### src/rtl/clk_gate_ctrl_if.sv
// Handshake and status bundle between the datapath units and the clock-gating controller.
// The master drives activity, requests and config; the slave returns grants and gate enables.
interface clk_gate_ctrl_if #(
  parameter int NUM_DOMAINS = 4,
  parameter int IDLE_W      = 8
);
  logic                   test_i;
  logic [IDLE_W-1:0]      cfg_idle_limit_i;
  logic [NUM_DOMAINS-1:0] cfg_force_on_i;
  logic [NUM_DOMAINS-1:0] busy_i;
  logic [NUM_DOMAINS-1:0] req_i;
  logic [NUM_DOMAINS-1:0] gnt_o;
  logic [NUM_DOMAINS-1:0] en_o;
  logic [NUM_DOMAINS-1:0] gated_o;

  modport master (
    output test_i, cfg_idle_limit_i, cfg_force_on_i, busy_i, req_i,
    input  gnt_o, en_o, gated_o
  );

  modport slave (
    input  test_i, cfg_idle_limit_i, cfg_force_on_i, busy_i, req_i,
    output gnt_o, en_o, gated_o
  );
endinterface

### src/rtl/clk_gate_ctrl.sv
// Per-domain idle-driven clock gating with RUN/OFF/WAKE FSMs; gating after the idle limit, grant
// WAKE_CYCLES edges after a wake starts. Requesters are held off (no gnt) until the domain is in RUN.
module clk_gate_ctrl #(
  parameter int NUM_DOMAINS = 4,
  parameter int IDLE_W      = 8,
  parameter int WAKE_CYCLES = 2
) (
  input  logic             clk_i,
  input  logic             rst_ni,
  clk_gate_ctrl_if.slave   bus
);

  localparam logic [1:0] ST_RUN  = 2'd0;
  localparam logic [1:0] ST_OFF  = 2'd1;
  localparam logic [1:0] ST_WAKE = 2'd2;

  localparam logic [IDLE_W:0]   WAKE_LAST = (IDLE_W+1)'(WAKE_CYCLES);
  localparam logic [IDLE_W:0]   ONE_EXT   = (IDLE_W+1)'(1);
  localparam logic [IDLE_W-1:0] CNT_MAX   = '1;

  logic [NUM_DOMAINS-1:0][1:0]        state_q, state_d;
  logic [NUM_DOMAINS-1:0][IDLE_W-1:0] cnt_q, cnt_d;
  logic [NUM_DOMAINS-1:0][IDLE_W:0]   cnt_nxt;
  logic [NUM_DOMAINS-1:0]             act;
  logic [NUM_DOMAINS-1:0]             in_run;
  logic [NUM_DOMAINS-1:0]             in_off;

  always_comb begin
    for (int d = 0; d < NUM_DOMAINS; d++) begin
      act[d]     = bus.busy_i[d] | bus.req_i[d] | bus.cfg_force_on_i[d] | bus.test_i;
      // One bit wider so the limit compare sees cnt+1 even when cnt is saturated.
      cnt_nxt[d] = {1'b0, cnt_q[d]} + ONE_EXT;
      state_d[d] = state_q[d];
      cnt_d[d]   = cnt_q[d];
      case (state_q[d])
        ST_RUN: begin
          if (act[d]) begin
            cnt_d[d] = '0;
          end else if ((bus.cfg_idle_limit_i != '0) &&
                       (cnt_nxt[d] >= {1'b0, bus.cfg_idle_limit_i})) begin
            state_d[d] = ST_OFF;
            cnt_d[d]   = '0;
          end else if (cnt_q[d] != CNT_MAX) begin
            cnt_d[d] = cnt_nxt[d][IDLE_W-1:0];
          end
        end
        ST_OFF: begin
          if (act[d]) begin
            state_d[d] = ST_WAKE;
            cnt_d[d]   = '0;
          end
        end
        ST_WAKE: begin
          // Activity is ignored here: a started wake always runs to completion.
          if (cnt_nxt[d] == WAKE_LAST) begin
            state_d[d] = ST_RUN;
            cnt_d[d]   = '0;
          end else begin
            cnt_d[d] = cnt_nxt[d][IDLE_W-1:0];
          end
        end
        default: begin
          state_d[d] = ST_RUN;
          cnt_d[d]   = '0;
        end
      endcase
    end
  end

  always_ff @(posedge clk_i or negedge rst_ni) begin
    if (!rst_ni) begin
      state_q <= {NUM_DOMAINS{ST_RUN}};
      cnt_q   <= '0;
    end else begin
      state_q <= state_d;
      cnt_q   <= cnt_d;
    end
  end

  always_comb begin
    for (int d = 0; d < NUM_DOMAINS; d++) begin
      in_run[d] = (state_q[d] == ST_RUN);
      in_off[d] = (state_q[d] == ST_OFF);
    end
  end

  // Enables come straight from registered state so the gate cells never see a glitch.
  assign bus.en_o    = ~in_off | {NUM_DOMAINS{bus.test_i}};
  assign bus.gated_o = in_off;
  assign bus.gnt_o   = bus.req_i & in_run;

endmodule
### src/flat_wrapper.sv
// flat-port wrapper written by rule: the top's interface ports become plain ports
module clk_gate_ctrl_flat 
#(
  parameter int NUM_DOMAINS = 4,
  parameter int IDLE_W      = 8,
  parameter int WAKE_CYCLES = 2
)
  (clk_i, rst_ni, bus_test_i, bus_cfg_idle_limit_i, bus_cfg_force_on_i, bus_busy_i, bus_req_i, bus_gnt_o, bus_en_o, bus_gated_o);
  clk_gate_ctrl_if #(.NUM_DOMAINS(NUM_DOMAINS), .IDLE_W(IDLE_W)) bus_i ();
  input  logic clk_i;
  input  logic rst_ni;
  input wire logic [$bits(bus_i.test_i)-1:0] bus_test_i;
  input wire logic [$bits(bus_i.cfg_idle_limit_i)-1:0] bus_cfg_idle_limit_i;
  input wire logic [$bits(bus_i.cfg_force_on_i)-1:0] bus_cfg_force_on_i;
  input wire logic [$bits(bus_i.busy_i)-1:0] bus_busy_i;
  input wire logic [$bits(bus_i.req_i)-1:0] bus_req_i;
  output wire logic [$bits(bus_i.gnt_o)-1:0] bus_gnt_o;
  output wire logic [$bits(bus_i.en_o)-1:0] bus_en_o;
  output wire logic [$bits(bus_i.gated_o)-1:0] bus_gated_o;
  assign bus_i.test_i = bus_test_i;
  assign bus_i.cfg_idle_limit_i = bus_cfg_idle_limit_i;
  assign bus_i.cfg_force_on_i = bus_cfg_force_on_i;
  assign bus_i.busy_i = bus_busy_i;
  assign bus_i.req_i = bus_req_i;
  assign bus_gnt_o = bus_i.gnt_o;
  assign bus_en_o = bus_i.en_o;
  assign bus_gated_o = bus_i.gated_o;
  clk_gate_ctrl #(.NUM_DOMAINS(NUM_DOMAINS), .IDLE_W(IDLE_W), .WAKE_CYCLES(WAKE_CYCLES)) u_core (.clk_i(clk_i), .rst_ni(rst_ni), .bus(bus_i));
endmodule
### config.mk
export PLATFORM = sky130hd
export DESIGN_NAME = clk_gate_ctrl_flat
export DESIGN_NICKNAME = d
export VERILOG_FILES = /design/src/rtl/clk_gate_ctrl_if.sv /design/src/rtl/clk_gate_ctrl.sv /design/src/flat_wrapper.sv
export SDC_FILE = /design/constraint.sdc
export NUM_CORES = 1
export LEC_CHECK = 0
export CORE_MARGIN = 2
export CORE_UTILIZATION = 55
export CTS_CLUSTER_DIAMETER = 120
export DETAILED_ROUTE_END_ITERATION = 10
export HOLD_SLACK_MARGIN = 0.02
export PLACE_DENSITY = 0.83
export SLEW_MARGIN = 30
export SYNTH_ARGS = -nofsm -noshare
export SYNTH_HDL_FRONTEND = slang
export SYNTH_SLANG_ARGS = --single-unit
export TNS_END_PERCENT = 1
### constraint.sdc
create_clock -name clk_i -period 3.4 [get_ports clk_i]
set_input_delay 0.51 -clock clk_i [delete_from_list [all_inputs] [get_ports clk_i]]
set_output_delay 0.51 -clock clk_i [all_outputs]
set_load 0.05 [all_outputs]
==> results.md <==
* Status: complete, no violations
* CP arrival at 3.32 ns
* Max Freq at 0.322 GHz
* CTS buffer count at 5
* Final instance area at 4110 sq um
* Worst-Skew Late Latency at 0.30 ns
* Vias per cell at 6.26
* Filler cells at 529
* DRC Markers at 0
* Yosys reg bits at 40
* Clock Tree Buf Depth at 2
* Initial DRC count at 166
* Largest net degree at the start of global routing at 41
* Mux cell area share after synthesis at 0.276%
* IO Count at 35
* Final Cycle Share at 91.3%
* FFs w/ async S/R, synth at 100%
* Synthesized cell area at 3630 sq um
* Setup TNS at 0 ns
* First-pass GRT wire length at 15.0 mm
* PD cells at 374 nW/um^2
* Multi-input logic area at 2430 sq um
* H-tree levels at 2
* Die Span Y at 85.2 um
* Max-cap viol count at 0
* Worst hold margin at 0.189 ns
* WL final at 8.71 mm
* Synth Warn # at 0
* Reg2reg path depth at 12
* Measured slew at the worst slew-check pin at 0.720 ns
* Adder-cell share of the synthesized area at 13.8%
* Cell variety after synth at 67
* Reg-to-reg startpoint: u_core.cnt_q[24]$_DFFE_PN0P_
* GRT overflow at 0
* Tot Pwr at 1.54 mW
* Worst relative slew slack at 51.2%
* Fin nets at 520
* Required time worst endpoint at 3.62 ns
* RSZ-0062 raised after global routing: false
* Core box area at 6350 sq um
* Placed Area at 3990 sq um
* GRT Util Overall at 25.4%
* Post-synthesis compound-gate area fraction at 23.3%
* Post-DP HPWL at 6.50 mm
* Critical path peak fanout at 8
* Worst Skew at 0.00486 ns
* Syn_nets at 494
* Avg Cell Area, Syn at 8.41 sq um
* Slew Viols, Final at 0
* Clock transition at the registers of the reported paths at 0.08 ns
* CTS sink count at 40
* IO buf count at 34
* Mean routed wirelength per cell at 16.3 um
* Synth Flop Type: dfrtp_1
* Simple-Gate Fraction of Synth Area at 23.6%
* Final hold violation count at 0
* Sequential share of the synthesized area at 27.6%
* Antenna-violating nets left at 0
* Hold Buf Count CTS at 0
* Setup violators final at 0
* Initial antenna violation count at 0
* CTS tree: done
* Post-synth EDFFs at 0
* Starting Density at 57.1%
* Routed via count at 3347
* WS Path Type: reg2reg
* Setup crit end kind: register
* CP startpoint: u_core.cnt_q[24]$_DFFE_PN0P_
* Antenna Cells at 0
* Register area at 1000 sq um
* Startpoint types: register
* Vias in the first global route at 3265
* Die area at 7260 sq um
* Rows at 29
* XOR/XNOR Fraction of Synth Area at 5.80%
* Final min period at 3.10 ns
* Cell count after synthesis at 431
* RePlAce Congestion at 0.943
* Largest family of logic cells by synthesized area: simple AND/OR/NAND/NOR gates
* Area Overhead vs Synth at 13.2%
* Peak VDD IR at 0.384 mV
* Min-Delay Path Class: in2async
* Fraction of layout instances using a drive strength above 1 at 7.86%
* Clock root cell: clkbuf_8
* TritonRoute pass-1 iters at 4
* P_leak at 1.89 nW
* Die Wd at 85.2 um
## flip-flops by register name, summed over array words and instances (netlist names)
signal / flops
u_core.cnt_q: 32
u_core.state_q: 8
## cell type report
cell class / count / share of cell area, %
Clock buffer: 6 / 1.77
Tap cell: 77 / 2.35
Sequential cell: 40 / 24.4
Timing Repair Buffer: 39 / 9.14
Inverter: 26 / 2.38
Multi-Input combinational cell: 345 / 59.1
Clock inverter: 2 / 0.853
## stage by stage
stage | instances | utilization, % | setup WS, ns
floorplan | 431 | - | 0.317
global placement | 527 | 62.8 | 0.383
detailed placement | 527 | 62.8 | 0.191
CTS | 535 | 64.5 | 0.139
global route | 535 | 64.7 | 0.0371
finish | 535 | 64.7 | 0.297
## synthesized netlist by cell type (4+ instances only)
library cell / count / area (sq um)
nand2_1: 50 / 188
dfrtp_1: 40 / 1000
ha_1: 40 / 500
inv_1: 26 / 97.6
a21oi_1: 22 / 110
nor2_1: 22 / 82.6
o21ai_0: 16 / 80.1
nand3_1: 13 / 65.1
xnor2_1: 12 / 105
xor2_1: 12 / 105
nand2b_1: 10 / 62.6
o21ai_1: 10 / 50.1
clkbuf_1: 9 / 33.8
nand4_1: 9 / 56.3
or3_1: 9 / 56.3
a21o_1: 7 / 52.6
nor2b_1: 7 / 43.8
buf_2: 6 / 30.0
a22o_1: 5 / 43.8
nor3_1: 5 / 25.0
o21a_1: 5 / 37.5
o21bai_1: 5 / 37.5
a22oi_1: 4 / 30.0
a31oi_1: 4 / 25.0
and2_1: 4 / 25.0
and4_1: 4 / 35.0
buf_4: 4 / 30.0
nor3b_1: 4 / 30.0
o31ai_1: 4 / 30.0
## layer usage
layer  vias up  share of wire [%]  track usage (%)  wire [um]
met5         -                  0                0          0
met4         0                1.2             7.79        105
met3         9                4.3             3.89        372
met2        89                 49             42.3       4270
met1      1622                 45             34.0       3950
li1       1627                  -                -          -
## power breakdown
group	switching [mW]	total, mW	internal [mW]	leakage (nW)
clock network	0.181	0.399	0.218	0.0552
logic	0.281	0.501	0.220	1.29
registers	0.105	0.636	0.532	0.547
## cells by family (layout without fill, tap and decap cells)
group | Yosys count | after routing
simple gates | 161 | 161
compound gates | 119 | 119
buf+inv | 46 | 73
fa+ha+maj | 40 | 40
flops | 40 | 40
xor+xnor | 24 | 24
mux | 1 | 1
## cell usage in the layout, fill, tap and decap left out, drive strengths merged, types with 6 or more instances in the layout
cell type      Yosys  layout
inv               26      26
o21ai             26      26
and2               6       6
xnor2             12      12
nand2             50      50
nand2b            10      10
clkdlybuf4s50      0      33
dfrtp             40      40
a21o               7       7
nand4              9       9
nor2              24      24
nor2b              7       7
xor2              12      12
nor3               6       6
o31ai              6       6
a21oi             24      24
clkbuf             9       6
or4                6       6
nand3             13      13
ha                40      40
buf               11       6
or3                9       9
## worst max-delay path: stages (launching register included)
cell,delay [ns]
dfrtp_1,0.51
ha_1,0.34
nand2_1,0.11
or3_1,0.37
or2_2,0.30
nand2_1,0.10
ha_1,0.26
a21oi_1,0.14
o21ai_0,0.10
o21bai_1,0.18
o21a_1,0.25
and2_4,0.20
o31ai_4,0.16
## worst paths after layout
path                       slack (ns)                           end
hold reg to reg                  0.57   u_core.cnt_q[1]$_DFFE_PN0P_
setup reg to reg                 0.30  u_core.cnt_q[25]$_DFFE_PN0P_
min in group clk_i               0.57   u_core.cnt_q[1]$_DFFE_PN0P_
hold / removal                   0.19  u_core.cnt_q[29]$_DFFE_PN0P_
setup / recovery                 0.30  u_core.cnt_q[25]$_DFFE_PN0P_
max in group asynchronous        2.81   u_core.cnt_q[8]$_DFFE_PN0P_
## what timing repair did
action / 4_1_cts / 5_1_grt
buffers inserted: 0 / 0
setup endpoints to repair: 0 / 5
resized for setup: 0 / 3
Power figures use the tool's default switching activity.
